### config.mk
export PLATFORM = sky130hd
export DESIGN_NAME = nn_layer_sequencer_flat
export DESIGN_NICKNAME = d
export VERILOG_FILES = /design/src/rtl/nn_layer_sequencer_pkg.sv /design/src/rtl/nn_layer_sequencer_if.sv /design/src/rtl/nn_layer_sequencer_timer.sv /design/src/rtl/nn_layer_sequencer.sv /design/src/flat_wrapper.sv
export SDC_FILE = /design/constraint.sdc
export NUM_CORES = 1
export LEC_CHECK = 0
export ABC_AREA = 1
export CAP_MARGIN = 40
export CORE_MARGIN = 1.5
export CORE_UTILIZATION = 40
export CTS_CLUSTER_SIZE = 20
export DETAILED_ROUTE_END_ITERATION = 10
export PLACE_DENSITY = 0.73
export SYNTH_ARGS = -nofsm -noshare
export SYNTH_HDL_FRONTEND = slang
export SYNTH_HIERARCHICAL = 1
export SYNTH_SLANG_ARGS = --single-unit
### constraint.sdc
create_clock -name clk -period 2.6 [get_ports clk]
set_clock_uncertainty 0.05 [all_clocks]
set_input_delay 0.52 -clock clk [delete_from_list [all_inputs] [get_ports clk]]
set_output_delay 0.52 -clock clk [all_outputs]
set_load 0.005 [all_outputs]
### src/rtl/nn_layer_sequencer_pkg.sv
// Shared types and constants for the layer sequencer slice.
// Holds the FSM state encoding and a small integer helper.
package nn_pkg;

    localparam int DEFAULT_DATA_W = 8;

    typedef enum logic [2:0] {
        IDLE,
        LRST,
        FILL,
        REQ,
        OUT
    } seq_state_t;

    function automatic int max_int(input int a, input int b);
        return (a > b) ? a : b;
    endfunction

endpackage

### src/rtl/nn_layer_sequencer_if.sv
// Bundle of the controller, layer and downstream signals around the sequencer.
// The master modport is the sequencer's view of the bundle.
interface nn_layer_if #(
    parameter int DATA_W = 8,
    parameter int N_IN   = 2
);
    logic                     start;
    logic [N_IN*DATA_W-1:0]   x_in;
    logic                     busy;
    logic                     layer_rst;
    logic                     fill;
    logic                     req;
    logic [N_IN*DATA_W-1:0]   x_layer;
    logic                     ack_layer;
    logic [DATA_W-1:0]        y_in;
    logic [DATA_W-1:0]        y_out;
    logic                     y_valid;
    logic                     y_ready;
    logic                     timeout_err;

    modport master (
        input  start, x_in, ack_layer, y_in, y_ready,
        output busy, layer_rst, fill, req, x_layer, y_out, y_valid, timeout_err
    );

    modport slave (
        output start, x_in, ack_layer, y_in, y_ready,
        input  busy, layer_rst, fill, req, x_layer, y_out, y_valid, timeout_err
    );
endinterface

### src/rtl/nn_layer_sequencer_timer.sv
// Loadable down-counter with a zero flag.
// Used for both the fill window and the request timeout.
module nn_seq_timer #(
    parameter int W = 6
) (
    input  logic         clk,
    input  logic         rst,
    input  logic         i_load,
    input  logic [W-1:0] i_load_val,
    input  logic         i_dec,
    output logic         o_zero
);
    logic [W-1:0] r_count;

    always_ff @(posedge clk) begin
        if (rst) begin
            r_count <= '0;
        end else if (i_load) begin
            r_count <= i_load_val;
        end else if (i_dec && (r_count != '0)) begin
            r_count <= r_count - 1'b1;
        end
    end

    assign o_zero = (r_count == '0);
endmodule

### src/rtl/nn_layer_sequencer.sv
// Initiator side of the layer req/ack protocol: layer reset, fill, request,
// result capture and valid/ready hand-off downstream.
module nn_layer_sequencer
    import nn_pkg::*;
#(
    parameter int DATA_W      = DEFAULT_DATA_W,
    parameter int N_IN        = 2,
    parameter int FILL_CYCLES = 4,
    parameter int TIMEOUT     = 64
) (
    input  logic  clk,
    input  logic  rst,
    nn_layer_if.master bus
);
    localparam int TMAX = max_int(FILL_CYCLES, TIMEOUT);
    localparam int TW   = (TMAX > 1) ? $clog2(TMAX) : 1;
    localparam logic [TW-1:0] FILL_LOAD    = TW'(FILL_CYCLES - 1);
    localparam logic [TW-1:0] TIMEOUT_LOAD = TW'(TIMEOUT - 1);

    seq_state_t               r_state;
    seq_state_t               w_next;
    logic [N_IN*DATA_W-1:0]   r_x_layer;
    logic [DATA_W-1:0]        r_y_out;
    logic                     r_timeout_err;
    logic                     w_load;
    logic [TW-1:0]            w_load_val;
    logic                     w_dec;
    logic                     w_set_err;
    logic                     w_capture;
    logic                     w_zero;

    nn_seq_timer #(.W(TW)) u_timer (
        .clk        (clk),
        .rst        (rst),
        .i_load     (w_load),
        .i_load_val (w_load_val),
        .i_dec      (w_dec),
        .o_zero     (w_zero)
    );

    always_ff @(posedge clk) begin
        if (rst) begin
            r_state       <= IDLE;
            r_x_layer     <= '0;
            r_y_out       <= '0;
            r_timeout_err <= 1'b0;
        end else begin
            r_state <= w_next;
            if ((r_state == IDLE) && bus.start) begin
                r_x_layer <= bus.x_in;
            end
            if (w_capture) begin
                r_y_out <= bus.y_in;
            end
            if (w_set_err) begin
                r_timeout_err <= 1'b1;
            end
        end
    end

    // Ack is checked before the timer so a result on the last timeout cycle wins.
    always_comb begin
        w_next     = r_state;
        w_load     = 1'b0;
        w_load_val = '0;
        w_dec      = 1'b0;
        w_set_err  = 1'b0;
        w_capture  = 1'b0;
        case (r_state)
            IDLE: begin
                if (bus.start) begin
                    w_next = LRST;
                end
            end
            LRST: begin
                w_next     = FILL;
                w_load     = 1'b1;
                w_load_val = FILL_LOAD;
            end
            FILL: begin
                if (w_zero) begin
                    w_next     = REQ;
                    w_load     = 1'b1;
                    w_load_val = TIMEOUT_LOAD;
                end else begin
                    w_dec = 1'b1;
                end
            end
            REQ: begin
                if (bus.ack_layer) begin
                    w_capture = 1'b1;
                    w_next    = OUT;
                end else if (w_zero) begin
                    w_set_err = 1'b1;
                    w_next    = IDLE;
                end else begin
                    w_dec = 1'b1;
                end
            end
            OUT: begin
                if (bus.y_ready) begin
                    w_next = IDLE;
                end
            end
            default: w_next = IDLE;
        endcase
    end

    assign bus.busy        = (r_state != IDLE);
    assign bus.layer_rst   = (r_state == LRST);
    assign bus.fill        = (r_state == FILL);
    assign bus.req         = (r_state == REQ);
    assign bus.y_valid     = (r_state == OUT);
    assign bus.x_layer     = r_x_layer;
    assign bus.y_out       = r_y_out;
    assign bus.timeout_err = r_timeout_err;
endmodule

### src/flat_wrapper.sv
// flat-port wrapper written by rule: the top's interface ports become plain ports
module nn_layer_sequencer_flat import nn_pkg::*;
#(
    parameter int DATA_W      = DEFAULT_DATA_W,
    parameter int N_IN        = 2,
    parameter int FILL_CYCLES = 4,
    parameter int TIMEOUT     = 64
)
  (clk, rst, bus_start, bus_x_in, bus_ack_layer, bus_y_in, bus_y_ready, bus_busy, bus_layer_rst, bus_fill, bus_req, bus_x_layer, bus_y_out, bus_y_valid, bus_timeout_err);
  nn_layer_if #(.DATA_W(DATA_W), .N_IN(N_IN)) bus_i ();
  input  logic clk;
  input  logic rst;
  input wire logic [$bits(bus_i.start)-1:0] bus_start;
  input wire logic [$bits(bus_i.x_in)-1:0] bus_x_in;
  input wire logic [$bits(bus_i.ack_layer)-1:0] bus_ack_layer;
  input wire logic [$bits(bus_i.y_in)-1:0] bus_y_in;
  input wire logic [$bits(bus_i.y_ready)-1:0] bus_y_ready;
  output wire logic [$bits(bus_i.busy)-1:0] bus_busy;
  output wire logic [$bits(bus_i.layer_rst)-1:0] bus_layer_rst;
  output wire logic [$bits(bus_i.fill)-1:0] bus_fill;
  output wire logic [$bits(bus_i.req)-1:0] bus_req;
  output wire logic [$bits(bus_i.x_layer)-1:0] bus_x_layer;
  output wire logic [$bits(bus_i.y_out)-1:0] bus_y_out;
  output wire logic [$bits(bus_i.y_valid)-1:0] bus_y_valid;
  output wire logic [$bits(bus_i.timeout_err)-1:0] bus_timeout_err;
  assign bus_i.start = bus_start;
  assign bus_i.x_in = bus_x_in;
  assign bus_i.ack_layer = bus_ack_layer;
  assign bus_i.y_in = bus_y_in;
  assign bus_i.y_ready = bus_y_ready;
  assign bus_busy = bus_i.busy;
  assign bus_layer_rst = bus_i.layer_rst;
  assign bus_fill = bus_i.fill;
  assign bus_req = bus_i.req;
  assign bus_x_layer = bus_i.x_layer;
  assign bus_y_out = bus_i.y_out;
  assign bus_y_valid = bus_i.y_valid;
  assign bus_timeout_err = bus_i.timeout_err;
  nn_layer_sequencer #(.DATA_W(DATA_W), .N_IN(N_IN), .FILL_CYCLES(FILL_CYCLES), .TIMEOUT(TIMEOUT)) u_core (.clk(clk), .rst(rst), .bus(bus_i));
endmodule
==> out/results.txt <==
Run status -> complete, no violations
H-Tree Depth -> 2
Logic gate share of total power -> 0.443
Num ports -> 59
Maximum clock frequency -> 420 MHz
Combined flip-flop and latch cell area -> 681 µm²
Number of design rule violations left after detail routing -> 0
Final nets -> 303
Net switching component of the power -> 788 µW
Share of cells above drive strength 1 -> 0.0806
Sum of routed wire length over all layers -> 3800 µm
Library cells used by synthesis -> 24
Netlist area before placement -> 1580 µm²
Final worst path period share -> 0.915
FILL cells -> 349
Pin count of the biggest net entering global routing -> 35
Routed Antenna Nets -> 0
Growth of design area from synthesis to finish -> 44.7%
Global-route wire length before repair -> 6340 µm
Clock tree from TritonCTS -> done
Switching share of power -> 0.377
Dpl hpwl -> 2690 µm
Transition time at the pin with the least slew margin -> 0.465 ns
RSZ-0062 raised after global routing -> false
Type of the worst min-delay path -> flop to flop
Port Buffer Count -> 58
Worst ir drop on vdd -> 0.376 mV
Path type of the worst setup path -> flop to primary output
Total iterations of the first detailed-routing run -> 4
Synth warnings -> 6
Clock slew at reported path FFs -> 0.07 ns
Crit path DAT -> 1.81 ns
Total congestion overflow after global routing -> 0
Critical path startpoint -> u_core/r_state[2]$_SDFFE_PP0P_
Sum of negative setup slack -> 0 ns
Rel. slew slack -> 0.689
Horiz. Die Dim -> 65.8 µm
Final-report max-slew violation count -> 0
Post-synthesis sequential element count -> 34
TritonCTS Buffers -> 5
Post-layout total power -> 2.09 mW
Worst slack on hold paths -> 0.412 ns
Via density per instance -> 4.93
Sequential element share of the synthesized area -> 0.431
Min Clock Period, post-route -> 2.38 ns
Power per cell area -> 913 nW/µm²
Final count of negative-setup-slack endpoints -> 0
Hold path startpoint -> u_core/bus.x_layer[7]$_SDFFE_PP0P_
Cell-internal power -> 1.30 mW
Leakage Power -> 0.873 nW
Number of standard-cell rows in the floorplan -> 22
Buffers inserted during post-CTS setup optimization -> 0
Worst endpoint required time -> 2.03 ns
MaxCap Viol Count -> 0
Vert. Die Dim -> 65.8 µm
Highest net fanout along the worst path -> 22
Latest clock arrival within the worst-skew pair -> 0.28 ns
Effective utilization at floorplan -> 0.425
Hold-fix buffers at CTS -> 0
Resized cells post-CTS -> 0
Crit start category -> flop
Die footprint -> 4330 µm²
Overall Global Routing Usage -> 0.186
Clock group share of total power -> 0.229
Number of global-route vias before repair -> 1,449
Placeable core area -> 3720 µm²
Area of the multi-input gates -> 759 µm²
Syn_nets -> 246
Clock tree root buffer cell -> sky130_fd_sc_hd__clkbuf_8
Post-detailed-route wirelength per cell -> 11.9 µm
Sequential power share -> 0.327
Clock Sink Count -> 34
Synthesized netlist cell count -> 215
Mean cell area of the mapped netlist -> 7.34 µm²
Sort of element at the end of the critical path -> primary output
Initial antenna violation count -> 0
Hold Fails Final Rpt -> 0
Via count of the routed design -> 1,582
Count of inserted antenna diode cells -> 0
First-iteration detailed-routing DRC count -> 84
Clock Tree Buf Depth -> 2
RePlAce Congestion -> 0.847
Reg-to-reg critical path startpoint -> u_core/r_state[2]$_SDFFE_PP0P_
[area by class of cell]
class	count	area share
Clock buffer	5	0.0301
Clock inverter	3	0.0197
Inverter	14	0.0230
Multi-Input combinational cell	154	0.332
Sequential cell	34	0.298
Tap cell	48	0.0263
Timing Repair Buffer	63	0.271
[logic make-up after synthesis]
group / count (synthesis) / synth area share
AOI/OAI and AO/OA: 38 / 0.130
DFF: 34 / 0.431
adders and majority gates: 2 / 0.0158
xor gates and xnor gates: 1 / 0.00555
and+or+nand+nor: 113 / 0.330
buffers and inverters: 27 / 0.0880
[worst paths after layout]
kind / end / slack, ns / depth (start not counted)
worst max-delay path: bus_fill / 0.22 / 4
worst min-delay path: u_core/bus.x_layer[7]$_SDFFE_PP0P_ / 0.41 / 2
worst max register to register: u_core/u_timer/r_count[0]$_SDFFE_PP0P_ / 0.64 / 8
worst min register to register: u_core/bus.x_layer[7]$_SDFFE_PP0P_ / 0.41 / 2
[worst max-delay path, stage by stage, from the launching register on]
cell and delay [ns]:
sky130_fd_sc_hd__dfxtp_1 0.37, sky130_fd_sc_hd__nor2_4 0.41, sky130_fd_sc_hd__nand2_1 0.17, sky130_fd_sc_hd__inv_1 0.08, sky130_fd_sc_hd__clkdlybuf4s50_1 0.49
[synth_stat cells, drive strengths merged]
cell / instances / area share
nor3: 1 / 0.0032
a21oi: 34 / 0.12
nor2: 16 / 0.046
nand3b: 1 / 0.0048
buf: 13 / 0.055
nand4: 17 / 0.067
dfxtp: 34 / 0.43
nand2: 59 / 0.14
inv: 14 / 0.033
o21ai: 4 / 0.013
ha: 2 / 0.016
xnor2: 1 / 0.0055
nand3: 19 / 0.067
[per-stage QoR]
step                      setup slack, ns  area, µm²  std cells   util
after floorplan                     0.722       1580        215      -
after global placement              0.555       2170        313  0.584
after detailed placement            0.510       2170        313  0.584
after CTS                           0.203       2280        321  0.615
after global routing               0.0905       2280        321  0.615
final                               0.221       2280        321  0.615
[metal layers]
layer  global-route usage  up-vias  share of wire
met5                    0        -              0
met3               0.0392        5          0.065
li1                     -      832              -
met2                0.311       42           0.46
met1                0.238      703           0.47
met4               0.0625        0         0.0081
[registers in the layout, summed over array words and instances (netlist names)]
| name | count |
|---|---|
| u_core/bus.x_layer | 16 |
| u_core/bus.timeout_err | 1 |
| u_core/u_timer/r_count | 6 |
| u_core/bus.y_out | 8 |
| u_core/r_state | 3 |
[power by group through the flow]
stage | Combinational [mW] | Sequential (mW) | Clock [mW]
3_3_place_gp | 0.916 | 0.691 | 0
5_1_grt | 1.05 | 0.696 | 0.515
6_report | 0.925 | 0.683 | 0.478
4_1_cts | 0.929 | 0.683 | 0.492
2_1_floorplan | 0.642 | 0.688 | 0
3_5_place_dp | 0.927 | 0.695 | 0
[layout by cell type, fill, tap and decap left out, types with 5 or more instances in the layout]
cell | Yosys | layout
sky130_fd_sc_hd__buf_4 | 2 | 5
sky130_fd_sc_hd__nor2_1 | 13 | 13
sky130_fd_sc_hd__dfxtp_1 | 34 | 34
sky130_fd_sc_hd__nand3_1 | 17 | 17
sky130_fd_sc_hd__nand2_1 | 58 | 58
sky130_fd_sc_hd__a21oi_1 | 32 | 32
sky130_fd_sc_hd__clkdlybuf4s50_1 | 0 | 58
sky130_fd_sc_hd__inv_1 | 13 | 13
sky130_fd_sc_hd__nand4_1 | 17 | 17
sky130_fd_sc_hd__clkbuf_8 | 0 | 5
Power figures use the tool's default switching activity.
